--- src/rtl/cdb_arbiter_pkg.sv ---
// Shared widths, source encodings and the queued result record for the CDB arbiter.
// Widths mirror the ROB tag and data widths used by the rest of the core.
package cdb_arbiter_pkg;

    localparam int ROB_WIDTH = 5;
    localparam int ID_WIDTH  = 32;

    localparam int CDB_DEPTH = 2;
    localparam int CDB_PTR_W = 1;

    localparam logic CDB_SRC_ALU  = 1'b0;
    localparam logic CDB_SRC_LBUF = 1'b1;

    typedef struct packed {
        logic [ROB_WIDTH-1:0] tag;
        logic [ID_WIDTH-1:0]  value;
    } cdb_entry_t;

endpackage

--- src/rtl/cdb_fifo.sv ---
// Per-source result queue: DEPTH-entry circular buffer with push, pop, flush and head peek.
// en_i low freezes all state; flush_i empties the queue and wins over push/pop.
module cdb_fifo
    import cdb_arbiter_pkg::*;
#(
    parameter int DEPTH = CDB_DEPTH,
    parameter int PTR_W = CDB_PTR_W
) (
    input  logic       clk_i,
    input  logic       rst_n_i,
    input  logic       en_i,
    input  logic       flush_i,
    input  logic       push_i,
    input  cdb_entry_t push_data_i,
    input  logic       pop_i,
    output logic       empty_o,
    output logic       full_o,
    output cdb_entry_t head_o
);

    cdb_entry_t       mem_q [DEPTH];
    logic [PTR_W-1:0] head_q, head_d;
    logic [PTR_W-1:0] tail_q, tail_d;
    logic [PTR_W:0]   count_q, count_d;
    logic             do_push, do_pop;

    assign do_push = en_i && !flush_i && push_i;
    assign do_pop  = en_i && !flush_i && pop_i;

    assign empty_o = (count_q == '0);
    assign full_o  = (count_q == (PTR_W+1)'(DEPTH));
    assign head_o  = mem_q[head_q];

    // NOTE: every variable gets a default at the top of always_comb so no path can infer a latch.
    always_comb begin
        head_d  = head_q;
        tail_d  = tail_q;
        count_d = count_q;
        if (en_i && flush_i) begin
            head_d  = '0;
            tail_d  = '0;
            count_d = '0;
        end else begin
            if (do_push) tail_d = tail_q + PTR_W'(1);
            if (do_pop)  head_d = head_q + PTR_W'(1);
            if (do_push && !do_pop)      count_d = count_q + (PTR_W+1)'(1);
            else if (!do_push && do_pop) count_d = count_q - (PTR_W+1)'(1);
        end
    end

    // NOTE: sequential state uses non-blocking assignments so all registers update together at the edge.
    always_ff @(posedge clk_i or negedge rst_n_i) begin
        if (!rst_n_i) begin
            head_q  <= '0;
            tail_q  <= '0;
            count_q <= '0;
        end else begin
            head_q  <= head_d;
            tail_q  <= tail_d;
            count_q <= count_d;
        end
    end

    // NOTE: storage is not reset; count_q alone decides which entries are valid.
    always_ff @(posedge clk_i) begin
        if (do_push) mem_q[tail_q] <= push_data_i;
    end

endmodule

--- src/rtl/cdb_arbiter.sv ---
// Common data bus scheduler: ALU and load-buffer results are queued and broadcast one per cycle, round-robin.
// Define CDB_ARB_BYPASS_EN to let a winning result that arrives at an empty queue skip it (1-cycle latency).
module cdb_arbiter
    import cdb_arbiter_pkg::*;
#(
    parameter int DEPTH = CDB_DEPTH,
    parameter int PTR_W = CDB_PTR_W
) (
    input  logic                 clk_in,
    input  logic                 rst_n_in,
    input  logic                 rdy_in,
    input  logic                 rob_cdb_rst_in,
    input  logic [ROB_WIDTH-1:0] alu_cdb_b_in,
    input  logic [ID_WIDTH-1:0]  alu_cdb_result_in,
    output logic                 cdb_alu_rdy_out,
    input  logic [ROB_WIDTH-1:0] lbuffer_cdb_b_in,
    input  logic [ID_WIDTH-1:0]  lbuffer_cdb_result_in,
    output logic                 cdb_lbuffer_rdy_out,
    output logic [ROB_WIDTH-1:0] cdb_b_out,
    output logic [ID_WIDTH-1:0]  cdb_result_out,
    output logic                 cdb_src_out
);

    cdb_entry_t alu_in, lb_in, alu_head, lb_head, win_entry;
    logic       alu_arrive, lb_arrive;
    logic       alu_empty, alu_full, lb_empty, lb_full;
    logic       alu_cand, lb_cand, alu_win, lb_win;
    logic       alu_bypass, lb_bypass;
    logic       alu_push, alu_pop, lb_push, lb_pop;
    logic       grant_src;

    logic [ROB_WIDTH-1:0] b_q, b_d;
    logic [ID_WIDTH-1:0]  result_q, result_d;
    logic                 src_q, src_d;
    logic                 last_grant_q, last_grant_d;

    assign alu_arrive = (alu_cdb_b_in != '0);
    assign lb_arrive  = (lbuffer_cdb_b_in != '0);
    assign alu_in     = {alu_cdb_b_in, alu_cdb_result_in};
    assign lb_in      = {lbuffer_cdb_b_in, lbuffer_cdb_result_in};

    // Readiness looks only at the registered count, so a full queue never admits a same-cycle push.
    assign cdb_alu_rdy_out     = !alu_full;
    assign cdb_lbuffer_rdy_out = !lb_full;

`ifdef CDB_ARB_BYPASS_EN
    assign alu_cand = !alu_empty || alu_arrive;
    assign lb_cand  = !lb_empty || lb_arrive;
`else
    assign alu_cand = !alu_empty;
    assign lb_cand  = !lb_empty;
`endif

    always_comb begin
        grant_src    = CDB_SRC_ALU;
        alu_bypass   = 1'b0;
        lb_bypass    = 1'b0;
        b_d          = b_q;
        result_d     = result_q;
        src_d        = src_q;
        last_grant_d = last_grant_q;

        if (alu_cand && lb_cand) grant_src = ~last_grant_q;
        else if (lb_cand)        grant_src = CDB_SRC_LBUF;

        alu_win = alu_cand && (grant_src == CDB_SRC_ALU);
        lb_win  = lb_cand && (grant_src == CDB_SRC_LBUF);
`ifdef CDB_ARB_BYPASS_EN
        alu_bypass = alu_win && alu_empty;
        lb_bypass  = lb_win && lb_empty;
`endif
        if (lb_win) win_entry = lb_bypass ? lb_in : lb_head;
        else        win_entry = alu_bypass ? alu_in : alu_head;

        alu_pop  = alu_win && !alu_bypass;
        lb_pop   = lb_win && !lb_bypass;
        alu_push = alu_arrive && !alu_bypass;
        lb_push  = lb_arrive && !lb_bypass;

        if (rob_cdb_rst_in) begin
            b_d = '0;
        end else if (alu_win || lb_win) begin
            b_d          = win_entry.tag;
            result_d     = win_entry.value;
            src_d        = grant_src;
            last_grant_d = grant_src;
        end else begin
            b_d = '0;
        end
    end

    cdb_fifo #(.DEPTH(DEPTH), .PTR_W(PTR_W)) u_alu_fifo (
        .clk_i       (clk_in),
        .rst_n_i     (rst_n_in),
        .en_i        (rdy_in),
        .flush_i     (rob_cdb_rst_in),
        .push_i      (alu_push),
        .push_data_i (alu_in),
        .pop_i       (alu_pop),
        .empty_o     (alu_empty),
        .full_o      (alu_full),
        .head_o      (alu_head)
    );

    cdb_fifo #(.DEPTH(DEPTH), .PTR_W(PTR_W)) u_lb_fifo (
        .clk_i       (clk_in),
        .rst_n_i     (rst_n_in),
        .en_i        (rdy_in),
        .flush_i     (rob_cdb_rst_in),
        .push_i      (lb_push),
        .push_data_i (lb_in),
        .pop_i       (lb_pop),
        .empty_o     (lb_empty),
        .full_o      (lb_full),
        .head_o      (lb_head)
    );

    // last_grant resets to the load buffer so the ALU wins the first contention.
    always_ff @(posedge clk_in or negedge rst_n_in) begin
        if (!rst_n_in) begin
            b_q          <= '0;
            result_q     <= '0;
            src_q        <= CDB_SRC_ALU;
            last_grant_q <= CDB_SRC_LBUF;
        end else if (rdy_in) begin
            b_q          <= b_d;
            result_q     <= result_d;
            src_q        <= src_d;
            last_grant_q <= last_grant_d;
        end
    end

    assign cdb_b_out      = b_q;
    assign cdb_result_out = result_q;
    assign cdb_src_out    = src_q;

    alu_push_legal: assert property (@(posedge clk_in) disable iff (!rst_n_in)
        (rdy_in && !rob_cdb_rst_in && alu_arrive) |-> cdb_alu_rdy_out);

    lb_push_legal: assert property (@(posedge clk_in) disable iff (!rst_n_in)
        (rdy_in && !rob_cdb_rst_in && lb_arrive) |-> cdb_lbuffer_rdy_out);

endmodule
--- config.mk ---
export PLATFORM = sky130hd
export DESIGN_NAME = cdb_arbiter
export DESIGN_NICKNAME = d
export VERILOG_FILES = /design/src/rtl/cdb_arbiter_pkg.sv /design/src/rtl/cdb_fifo.sv /design/src/rtl/cdb_arbiter.sv
export SDC_FILE = /design/constraint.sdc
export NUM_CORES = 1
export LEC_CHECK = 0
export ABC_AREA = 1
export CORE_AREA = 4 4 120 145
export CTS_CLUSTER_DIAMETER = 80
export DETAILED_ROUTE_END_ITERATION = 16
export DIE_AREA = 0 0 124 149
export PLACE_DENSITY = 0.75
export SLEW_MARGIN = 0
export SYNTH_ARGS = -nofsm -noshare
export SYNTH_HDL_FRONTEND = slang
export SYNTH_SLANG_ARGS = --single-unit
--- constraint.sdc ---
create_clock -name clk_in -period 2.4 [get_ports clk_in]
set_input_delay 0.48 -clock clk_in [delete_from_list [all_inputs] [get_ports clk_in]]
set_output_delay 0.48 -clock clk_in [all_outputs]
set_load 0.02 [all_outputs]
==> results.tsv, run 1 <==
stage	metric	value	unit
grt	met3 Use GR	0.0580	
logic_synthesis	Post-synth EDFFs	148	
die	total core area	16000	µm²
logic_synthesis	largest area contributor in the netlist	edfxtp_1	
routing	Initial DRT Pass Iterations	5	
timing	min setup slack post-route	0.217	ns
clock_tree	clock insertion delay at the later pin of the skew report	0.44	ns
outcome	outcome	complete, no violations	
placement	GPL Wtd Cong	0.753	
finish	area grow syn2layout	27.9	%
clock_tree	CTS sink cnt	195	
logic_synthesis	post-synthesis cell area	7610	µm²
logic_synthesis	Post-Synthesis Cells	597	
routing	via/cell ratio	5.22	
routing	DRC	0	
pwr	Power Density	1110	nW/µm²
die	Die Ht	149	µm
finish	Nets	803	
clock_tree	number of setup buffers added after CTS	0	
timing	Max-slew headroom	0.512	
logic_synthesis	Synth top cells by count	edfxtp_1, nand2_1, nor2_1	
placement	# port buffers	117	
worst_setup_path	Setup crit end kind	output port	
clock_tree	root buffer selected by CTS	clkbuf_16	
clock_tree	CTS tree	built	
routing	Vias	4960	
die	# IOs	118	
placement	pre-CTS setup slack	0.0506	ns
grt	GR peak layer	met2	
logic_synthesis	count of cell types in the netlist	30	
logic_synthesis	Top FF cell, synth	edfxtp_1	
timing	fin. max-slew vios	0	
timing	worst slew pin tran	0.731	ns
die	Starting Density	0.475	
logic_synthesis	warnings from Yosys	0	
logic_synthesis	Synth area leaders	edfxtp_1, dfrtp_1, nand2_1, mux2i_1, nor2_1	
grt	Global Route met1 Usage	0.222	
logic_synthesis	top-count cell post-synth	edfxtp_1	
die	row count	51	
clock_tree	post-CTS resize count	0	
logic_synthesis	Synth Area per Inst	12.7	µm²
worst_setup_path	Worst R2R Path Depth	9	
worst_setup_path	Req. time, crit path	1.92	ns
clock_tree	number of H-tree levels	4	
clock_tree	clk slew on worst S/H paths	0.06	ns
logic_synthesis	Post-synth ARST share	0.241	
grt	total grt overflow	0	
timing	RSZ-0062 raised after global routing	false	
grt	initial antenna violation count	1	
timing	Worst Hold Margin	0.0224	ns
timing	final period utilization	0.909	
worst_setup_path	CP startpoint kind	register	
worst_hold_path	hold crit path type	input port to asynchronous set/reset pin	
timing	Hold Vio Cnt, Final	0	
worst_setup_path	WS Path Type	register to output port	
pwr	static leakage	3.76	nW
grt	first-pass GRT wire length	27.0	mm
routing	Detail Route Antenna Nets	0	
finish	layout cells sized above 1	0.0855	
worst_setup_path	worst-path maximum fanout	5	
finish	Fill cells	1182	
routing	Iteration-0 DRC Markers	404	
routing	DRT Wirelength	17.5	mm
clock_tree	Hold-fix buffers, CTS	0	
grt	global-route met2 utilization	0.347	
clock_tree	CTS buffer count	17	
timing	Tmin final	2.18	ns
logic_synthesis	top cell type's share of synthesized area	0.584	
grt	GRT Util Overall	0.198	
clock_tree	CTS Buffer Depth	2	
worst_setup_path	Critical Path AT	1.70	ns
pwr	Max VDD drop	0.500	mV
logic_synthesis	Seq/Total Area, Yosys	0.739	
grt	largest net degree at the start of global routing	41	
job	max-cap violations	0	
timing	Max Clk Rate	0.458	GHz
logic_synthesis	Post-Syn Nets	676	
logic_synthesis	Seq cells post-synth	195	
timing	Clock Skews	0.00601	ns
finish	post-route core utilization	0.608	
timing	Final setup viols	0	
routing	Routed WL per cell	18.4	µm
grt	vias in the first global route	5186	
placement	DPL Wire Length	11.8	mm
die	Die ar.	18500	µm²
die	DIE WIDTH	124	µm
cells in the final DEF, fill, tap and decap left out, drive strengths merged:
master / count
o211ai: 1
dfrtp: 46
dfstp: 1
o21ai: 43
clkinv: 7
xnor2: 1
a21oi: 2
xor2: 1
clkdlybuf4s50: 116
nand3: 45
mux2i: 37
diode: 1
inv: 17
edfxtp: 148
ha: 1
nor3: 1
bufinv: 4
clkinvlp: 2
buf: 19
nor2: 88
nand2: 134
nand4: 3
clkbuf: 20
final cells by class:
class                      count  area (µm²)  share of cell area
antenna                        1        2.50            0.000257
clock buffer                  20         437              0.0448
clock inverter                12         164              0.0168
inverter                      18        67.6             0.00694
multi-input combinational    357        1790               0.184
sequential                   195        5620               0.577
tap                          212         265              0.0272
timing repair buffer         135        1390               0.143
state kept, by name, summed over array words and instances, names as in the netlist:
name and count:
u_alu_fifo.mem_q 74, u_lb_fifo.mem_q 74, cdb_result_out 32, cdb_b_out 5
u_alu_fifo.count_q 2, u_lb_fifo.count_q 2, cdb_src_out 1, last_grant_q 1
u_alu_fifo.head_q 1, u_alu_fifo.tail_q 1, u_lb_fifo.head_q 1, u_lb_fifo.tail_q 1
where the power goes:
part,switching [mW],internal [mW]
clock,1.16,1.73
sequential,0.298,4.15
combinational,2.11,1.39
path summary, 6_finish.rpt:
path / startpoint / end / slack [ns]
max: u_alu_fifo.count_q[0] / cdb_alu_rdy_out / 0.22
min: rst_n_in / cdb_result_out[19] / 0.02
max reg2reg: u_lb_fifo.count_q[1] / u_lb_fifo.count_q[1] / 0.51
min reg2reg: cdb_result_out[1] / cdb_result_out[1] / 0.48
max in group asynchronous: rst_n_in / last_grant_q / 1.76
min in group clk_in: cdb_result_out[1] / cdb_result_out[1] / 0.48
critical path, cell delays in order (launching register included):
cell and delay (ns):
dfrtp_1 0.42, inv_1 0.08, nand2_1 0.13, clkdlybuf4s50_1 0.63
cell families (layout without fill, tap and decap cells):
family,Yosys count,count (layout),share of synthesized area
AND/OR/NAND/NOR,271,271,0.148
flip-flops,195,195,0.739
AO/OA/AOI/OAI,46,46,0.0311
buffers and inverters,45,185,0.0301
multiplexers,37,37,0.0487
XOR/XNOR,2,2,0.00230
adder cells (fa/ha/maj),1,1,0.00164
other,0,1,0
metal layers:
metal | share of wire | vias to the layer above | wire length [µm]
li1 | - | 2321 | -
met1 | 0.37 | 2423 | 6420
met2 | 0.54 | 184 | 9480
met3 | 0.061 | 32 | 1060
met4 | 0.030 | 0 | 533
met5 | 0 | - | 0
through the flow:
stage	std cells	TNS (ns)	instance area, µm²	power [mW]
2_1_floorplan	597	-29.60	7620	6.59
3_3_place_gp	917	0	9140	7.87
3_5_place_dp	917	0	9140	8.01
4_1_cts	949	0	9740	10.9
5_1_grt	950	0	9740	11.4
6_report	950	0	9740	10.8
Note: power is estimated with default switching activity, not from simulation.
==> run 2, diff against run 1 <==
CORE_AREA = 4 4 124 149   (was 4 4 120 145)
DIE_AREA = 0 0 128 153   (was 0 0 124 149)
SYNTH_HIERARCHICAL = 1   (was default)
==> run 2 against run 1 <==
Critical path depth is 1 higher. Final cell count is 4.6% higher. Clock power is 6% lower. Cell area is 4.9% higher. Worst setup slack better by 0.017 ns. Wire length is 4.8% lower. Via count is 1.2% higher. Maximum frequency is 0.79% higher. Count of clock-buffer cells in the layout stayed put. Total power is 1.8% higher. Sequential power hardly changed.
==> results.tsv, run 2 <==
stage	metric	value	unit	change
outcome	outcome	complete, no violations		unchanged
worst_setup_path	CP startpoint kind	register		unchanged
pwr	total power draw	11.0	mW	was 10.8 mW
placement	GPL Wtd Cong	0.795		was 0.753
grt	initial antenna violation count	0		was 1
routing	DR WL met3	866	µm	was 1.06 mm
grt	largest net degree at the start of global routing	39		was 41
finish	Register Area	5620	µm²	about the same
clock_tree	CTS sink cnt	195		unchanged
pwr	Max VDD drop	0.575	mV	was 0.500 mV
clock_tree	Hold-fix buffers, CTS	0		unchanged
logic_synthesis	post-synthesis cell area	8220	µm²	was 7610 µm²
logic_synthesis	XOR/XNOR Fraction of Synth Area	0.00426		was 0.00230
job	max-cap violations	0		unchanged
logic_synthesis	Post-synth EDFFs	148		unchanged
logic_synthesis	Seq/Total Area, Yosys	0.684		was 0.739
clock_tree	post-CTS resize count	0		unchanged
placement	# port buffers	117		unchanged
logic_synthesis	largest area contributor in the netlist	edfxtp_1		unchanged
finish	post-route core utilization	0.604		was 0.608
timing	Hold Vio Cnt, Final	0		unchanged
clock_tree	number of H-tree levels	4		unchanged
clock_tree	number of setup buffers added after CTS	0		unchanged
worst_setup_path	Worst R2R Path Depth	11		was 9
logic_synthesis	top cell type's share of synthesized area	0.541		was 0.584
timing	Max Clk Rate	0.462	GHz	was 0.458 GHz
worst_hold_path	hold crit path type	input port to asynchronous set/reset pin		unchanged
logic_synthesis	Post-Syn Nets	721		was 676
logic_synthesis	Post-synth ARST share	0.241		unchanged
placement	DPL Wire Length	11.9	mm	was 11.8 mm
routing	DR top layer	met4		unchanged
routing	DR WL met2	8.23	mm	was 9.48 mm
worst_setup_path	WS Path Type	register to output port		unchanged
grt	total grt overflow	0		unchanged
clock_tree	CTS buffer count	17		unchanged
routing	Iteration-0 DRC Markers	294		was 404
clock_tree	clk slew on worst S/H paths	0.07	ns	was 0.06 ns
worst_setup_path	Critical path origin	u_alu_fifo/count_q[1]		was u_alu_fifo.count_q[0]
timing	Clock Skews	0.0108	ns	was 0.00601 ns
worst_setup_path	FF-to-FF End	u_alu_fifo/count_q[1]		was u_lb_fifo.count_q[1]
logic_synthesis	warnings from Yosys	6		was 0
logic_synthesis	Seq cells post-synth	195		unchanged
die	Die ar.	19600	µm²	was 18500 µm²
timing	fin. max-slew vios	0		unchanged
worst_setup_path	Req. time, crit path	1.92	ns	about the same
worst_setup_path	Critical Path AT	1.69	ns	was 1.70 ns
finish	area grow syn2layout	24.3	%	was 27.9%
finish	Ant. Diodes	0		was 1
finish	area of the multi-input gates	2040	µm²	was 1790 µm²
die	DIE WIDTH	128	µm	was 124 µm
timing	min setup slack post-route	0.234	ns	was 0.217 ns
timing	Max-slew headroom	0.423		was 0.512
routing	DRC	0		unchanged
routing	Initial DRT Pass Iterations	4		was 5
logic_synthesis	area share of fa/ha/maj cells after synthesis	0		was 0.00164
clock_tree	CTS Buffer Depth	2		unchanged
routing	Detail Route Antenna Nets	0		unchanged
finish	Final Cell Area	10200	µm²	was 9740 µm²
die	total core area	16900	µm²	was 16000 µm²
worst_setup_path	Crit Reg-Reg Startpoint	u_alu_fifo/count_q[0]		was u_lb_fifo.count_q[1]
logic_synthesis	Post-Synth Simple-Gate Area	0.128		was 0.148
routing	Vias	5021		was 4960
worst_setup_path	Critical Path Sink	cdb_alu_rdy_out		unchanged
clock_tree	root buffer selected by CTS	clkbuf_16		unchanged
worst_setup_path	R2R Setup Slk	0.47	ns	was 0.51 ns
logic_synthesis	largest family of logic cells by synthesized area	simple AND/OR/NAND/NOR gates		unchanged
worst_setup_path	worst-path maximum fanout	5		unchanged
logic_synthesis	Top FF cell, synth	edfxtp_1		unchanged
logic_synthesis	Synth Area per Inst	12.8	µm²	was 12.7 µm²
routing	Routed WL per cell	16.8	µm	was 18.4 µm
routing	DRT Wirelength	16.7	mm	was 17.5 mm
logic_synthesis	Compound-Gate Fraction of Synth Area	0.00365		was 0.0311
grt	vias in the first global route	5181		was 5186
finish	most common cell after layout, fill and taps aside	edfxtp_1		unchanged
die	Starting Density	0.486		was 0.475
logic_synthesis	Post-Synthesis Cells	643		was 597
timing	Tmin final	2.17	ns	was 2.18 ns
routing	WL met1	7.05	mm	was 6.42 mm
finish	Nets	843		was 803
logic_synthesis	top-count cell post-synth	edfxtp_1		unchanged
placement	placed cell area	9640	µm²	was 9140 µm²
grt	first-pass GRT wire length	26.8	mm	was 27.0 mm
timing	worst slew pin tran	0.866	ns	was 0.731 ns
timing	Worst Hold Margin	0.171	ns	was 0.0224 ns
pwr	Power Density	1080	nW/µm²	was 1110 nW/µm²
finish	Fill cells	1306		was 1182
finish	layout cells sized above 1	0.163		was 0.0855
routing	via/cell ratio	5.05		was 5.22
clock_tree	clock insertion delay at the later pin of the skew report	0.42	ns	was 0.44 ns
die	Die Ht	153	µm	was 149 µm
logic_synthesis	Synth top cells by count	edfxtp_1, nand2_1, inv_1		was edfxtp_1, nand2_1, nor2_1
pwr	static leakage	4.20	nW	was 3.76 nW
timing	Final setup viols	0		unchanged
logic_synthesis	post-synthesis mux area share	0.109		was 0.0487
die	row count	52		was 51
finish	most frequent cells in the layout	edfxtp_1, nand2_1, clkdlybuf4s50_1, inv_1, nand3_1		was edfxtp_1, nand2_1, clkdlybuf4s50_1, nor2_1, dfrtp_1
clock_tree	CTS tree	built		unchanged
grt	GRT Util Overall	0.176		was 0.198
timing	final period utilization	0.902		was 0.909
die	# IOs	118		unchanged
worst_setup_path	Setup crit end kind	output port		unchanged
placement	pre-CTS setup slack	0.199	ns	was 0.0506 ns
logic_synthesis	count of cell types in the netlist	22		was 30
timing	RSZ-0062 raised after global routing	false		unchanged
logic_synthesis	Synth area leaders	edfxtp_1, dfrtp_1, mux2_2, nand2_1, nand3_1		was edfxtp_1, dfrtp_1, nand2_1, mux2i_1, nor2_1
run 2: cell count changes in the layout (fill, tap and decap cells not counted), sizes merged, moves of 2 or more:
cell | before | now
mux2 | 0 | 74
nand3 | 45 | 84
nor2 | 88 | 18
nand4 | 3 | 8
nand2 | 134 | 130
bufinv | 4 | 2
buf | 19 | 16
mux2i | 37 | 0
inv | 17 | 96
o21ai | 43 | 4
run 2: stage by stage:
stage	TNS (ns)	instances
floorplan	-49.06	643
global placement	0	962
detailed placement	0	962
CTS	0	994
global route	0	994
finish	0	994
run 2: kinds of logic (layout without fill, tap and decap cells):
family	count (synthesis)	in the layout
compound gates	6	6
xor+xnor	4	4
buf+inv	122	257
flops	195	195
mux	74	74
simple gates	242	242
run 2: cell type report:
type / count / share of cell area
clock buffer: 20 / 0.0428
clock inverter: 12 / 0.0130
multi-input combinational: 326 / 0.199
sequential: 195 / 0.550
inverter: 93 / 0.0342
timing repair buffer: 132 / 0.134
tap: 216 / 0.0265
run 2: power breakdown:
group	internal (mW)	switching (mW)
combinational	1.70	2.14
sequential	4.14	0.337
clock	1.54	1.17
run 2: critical path: stages, from the launching register on:
cell and delay, ns:
dfrtp_1 0.45, inv_1 0.06, nor2_1 0.18, inv_1 0.06, clkdlybuf4s50_1 0.53
run 2: routing by layer:
layer  track usage  vias to the layer above
li1              -                     2416
met1         0.234                     2383
met2         0.281                      193
met3        0.0363                       29
met4        0.0763                        0
met5             0                        -
run 2: worst min path at each step:
stage	start	to	slack, ns	cells after the start
3_3_place_gp	last_grant_q	last_grant_q	0.46	2
5_1_grt	rst_n_in	cdb_result_out[19]	0.22	1
2_1_floorplan	rst_n_in	cdb_b_out[0]	0.18	0
6_report	rst_n_in	cdb_result_out[19]	0.17	1
3_5_place_dp	cdb_result_out[19]	cdb_result_out[19]	0.46	2
4_1_cts	rst_n_in	cdb_result_out[24]	0.19	1
==> run 3, diff against run 2 <==
ABC_AREA = 0   (was 1)
CAP_MARGIN = 10   (was default)
CORE_AREA = 4 4 122 147   (was 4 4 124 149)
DIE_AREA = 0 0 126 151   (was 0 0 128 153)
==> run 3 against run 2 <==
First-iteration DRC count up 37%. Synthesized cell count down 19%. Critical path depth unchanged. Total power down 1.7%. Register-to-register slack worse by 0.18 ns. Final cell count down 13%. Die area down 2.8%. Flip-flop and latch count unchanged.
==> results.tsv, run 3 <==
stage	metric	value	unit	change
timing	Max-slew headroom	0.596		was 0.423
logic_synthesis	Synth Area per Inst	15.2	µm²	was 12.8 µm²
finish	area of the multi-input gates	2030	µm²	was 2040 µm²
logic_synthesis	Seq cells post-synth	195		unchanged
clock_tree	number of H-tree levels	4		unchanged
grt	largest net degree at the start of global routing	48		was 39
timing	Max Clk Rate	0.469	GHz	was 0.462 GHz
placement	GPL Wtd Cong	0.899		was 0.795
clock_tree	CTS sink cnt	195		unchanged
finish	post-route core utilization	0.593		was 0.604
job	max-cap violations	0		unchanged
timing	TNS Setup	0	ns	unchanged
logic_synthesis	post-synthesis cell area	7960	µm²	was 8220 µm²
pwr	net switching power	3.77	mW	was 3.65 mW
pwr	Max VDD drop	0.437	mV	was 0.575 mV
timing	fin. max-slew vios	0		unchanged
worst_setup_path	crit path cell chain	inv_1 > nor2_1 > inv_1 > clkdlybuf4s50_1		unchanged
timing	final period utilization	0.889		was 0.902
clock_tree	root buffer selected by CTS	clkbuf_16		unchanged
finish	Fill cells	1315		was 1306
timing	worst slew pin tran	0.606	ns	was 0.866 ns
grt	total grt overflow	0		unchanged
routing	Iteration-0 DRC Markers	403		was 294
logic_synthesis	top-count cell post-synth	edfxtp_1		unchanged
finish	Register Area	5620	µm²	unchanged
worst_hold_path	hold crit path type	input port to asynchronous set/reset pin		unchanged
pwr	sequential fraction of design power	0.416		was 0.406
logic_synthesis	warnings from Yosys	6		unchanged
finish	area grow syn2layout	24.0	%	was 24.3%
die	total core area	16700	µm²	was 16900 µm²
logic_synthesis	top cell type's share of synthesized area	0.558		was 0.541
routing	Routed WL per cell	19.6	µm	was 16.8 µm
logic_synthesis	Post-synth ARST share	0.241		unchanged
routing	Initial DRT Pass Iterations	5		was 4
worst_setup_path	Setup crit end kind	output port		unchanged
routing	DRC	0		unchanged
routing	Vias	4800		was 5021
logic_synthesis	Seq/Total Area, Yosys	0.706		was 0.684
placement	DPL Wire Length	12.2	mm	was 11.9 mm
logic_synthesis	Synth top cells by count	edfxtp_1, mux2_2, dfrtp_1		was edfxtp_1, nand2_1, inv_1
clock_tree	Hold-fix buffers, CTS	0		unchanged
worst_setup_path	Critical Path AT	1.65	ns	was 1.69 ns
pwr	static leakage	3.40	nW	was 4.20 nW
placement	# port buffers	117		unchanged
timing	Hold Vio Cnt, Final	0		unchanged
pwr	switch share	0.347		was 0.331
clock_tree	clk slew on worst S/H paths	0.07	ns	about the same
clock_tree	number of setup buffers added after CTS	0		unchanged
pwr	combinational power share	0.347		was 0.348
die	Die ar.	19000	µm²	was 19600 µm²
routing	Detail Route Antenna Nets	0		unchanged
worst_setup_path	CP startpoint kind	register		unchanged
finish	Ant. Diodes	0		unchanged
clock_tree	CTS buffer count	17		unchanged
worst_setup_path	Slowest-stage cell, CP	clkdlybuf4s50_1		unchanged
pwr	total power draw	10.9	mW	was 11.0 mW
timing	Final setup viols	0		unchanged
routing	via/cell ratio	5.52		was 5.05
clock_tree	clock insertion delay at the later pin of the skew report	0.43	ns	was 0.42 ns
logic_synthesis	Post-synth EDFFs	148		unchanged
die	Starting Density	0.478		was 0.486
finish	most frequent cells in the layout	edfxtp_1, clkdlybuf4s50_1, mux2_2, dfrtp_1, nand3_1		was edfxtp_1, nand2_1, clkdlybuf4s50_1, inv_1, nand3_1
pwr	clock power share	0.237		was 0.246
worst_setup_path	worst-path maximum fanout	4		was 5
clock_tree	CTS Buffer Depth	2		unchanged
clock_tree	post-CTS resize count	0		unchanged
grt	initial antenna violation count	0		unchanged
die	DIE WIDTH	126	µm	was 128 µm
routing	DRT Wirelength	17.1	mm	was 16.7 mm
pwr	Power Density	1100	nW/µm²	was 1080 nW/µm²
timing	Tmin final	2.13	ns	was 2.17 ns
clock_tree	CTS tree	built		unchanged
logic_synthesis	Post-Synthesis Cells	524		was 643
worst_setup_path	CP top delay family	buffers and inverters		unchanged
worst_setup_path	WS Path Type	register to output port		unchanged
die	row count	52		unchanged
timing	Clock Skews	0.00627	ns	was 0.0108 ns
grt	first-pass GRT wire length	26.3	mm	was 26.8 mm
finish	Nets	718		was 843
worst_setup_path	critical path buffer and inverter count	3		unchanged
finish	layout cells sized above 1	0.204		was 0.163
grt	vias in the first global route	4823		was 5181
grt	GRT Util Overall	0.179		was 0.176
logic_synthesis	Synth area leaders	edfxtp_1, dfrtp_1, mux2_2, a31oi_1, nand3_1		was edfxtp_1, dfrtp_1, mux2_2, nand2_1, nand3_1
logic_synthesis	largest area contributor in the netlist	edfxtp_1		unchanged
logic_synthesis	Top FF cell, synth	edfxtp_1		unchanged
timing	RSZ-0062 raised after global routing	false		unchanged
pwr	Pint	7.08	mW	was 7.38 mW
die	Die Ht	151	µm	was 153 µm
outcome	outcome	complete, no violations		unchanged
die	# IOs	118		unchanged
worst_setup_path	critical path's most frequent cell	inv_1		unchanged
logic_synthesis	count of cell types in the netlist	36		was 22
logic_synthesis	Post-Syn Nets	602		was 721
worst_setup_path	Req. time, crit path	1.92	ns	about the same
worst_setup_path	Worst path max stage delay	0.59	ns	was 0.53 ns
finish	most common cell after layout, fill and taps aside	edfxtp_1		unchanged
## run 3: final cells by class
class                   instances  share of cell area
flip-flops and latches        195               0.570
clock buffers                  18              0.0435
inverters                       9             0.00342
clock inverters                14              0.0105
repair buffers                134               0.140
multi-input cells             283               0.206
well taps                     216              0.0274
## run 3: path summary, 6_finish.rpt
| kind | cells past startpoint | startpoint | endpoint | slack [ns] |
|---|---|---|---|---|
| min in group clk_in | 2 | cdb_b_out[1] | cdb_b_out[1] | 0.50 |
| setup / recovery | 4 | u_alu_fifo/count_q[1] | cdb_alu_rdy_out | 0.27 |
| max in group asynchronous | 2 | rst_n_in | cdb_result_out[1] | 1.84 |
| setup reg to reg | 7 | u_alu_fifo/count_q[0] | u_alu_fifo/count_q[1] | 0.29 |
| hold / removal | 2 | rst_n_in | u_alu_fifo/tail_q | 0.14 |
| hold reg to reg | 2 | cdb_b_out[1] | cdb_b_out[1] | 0.50 |
## run 3: logic make-up after synthesis
kind of cell	Yosys count	share of synthesized area
xor gates and xnor gates	2	0.00220
buffers and inverters	46	0.0393
and+or+nand+nor	87	0.0605
AOI/OAI and AO/OA	118	0.0849
DFF	195	0.706
muxes	76	0.107
## run 3: routing by layer
| layer | vias up | GRT usage | part of all wire |
|---|---|---|---|
| met3 | 31 | 0.0370 | 0.050 |
| li1 | 2242 | - | - |
| met1 | 2350 | 0.245 | 0.44 |
| met2 | 177 | 0.282 | 0.48 |
| met5 | - | 0 | 0 |
| met4 | 0 | 0.0746 | 0.030 |
## run 3: through the flow
stage / instance area (µm²) / instances / hold slack [ns] / setup slack (ns)
floorplan: 7960 / 524 / 0.184 / 0.586
global placement: 9340 / 837 / 0.490 / 0.187
detailed placement: 9340 / 837 / 0.488 / 0.0989
CTS: 9870 / 869 / 0.143 / 0.256
global route: 9870 / 869 / 0.183 / 0.205
finish: 9870 / 869 / 0.140 / 0.268
## run 3: power by group through the flow
stage | clock network, mW | logic, mW | registers [mW]
4_1_cts | 2.61 | 3.76 | 4.51
6_report | 2.57 | 3.77 | 4.51
3_5_place_dp | 0 | 3.75 | 4.57
3_3_place_gp | 0 | 3.65 | 4.56
2_1_floorplan | 0 | 2.19 | 4.81
5_1_grt | 2.75 | 4.05 | 4.54
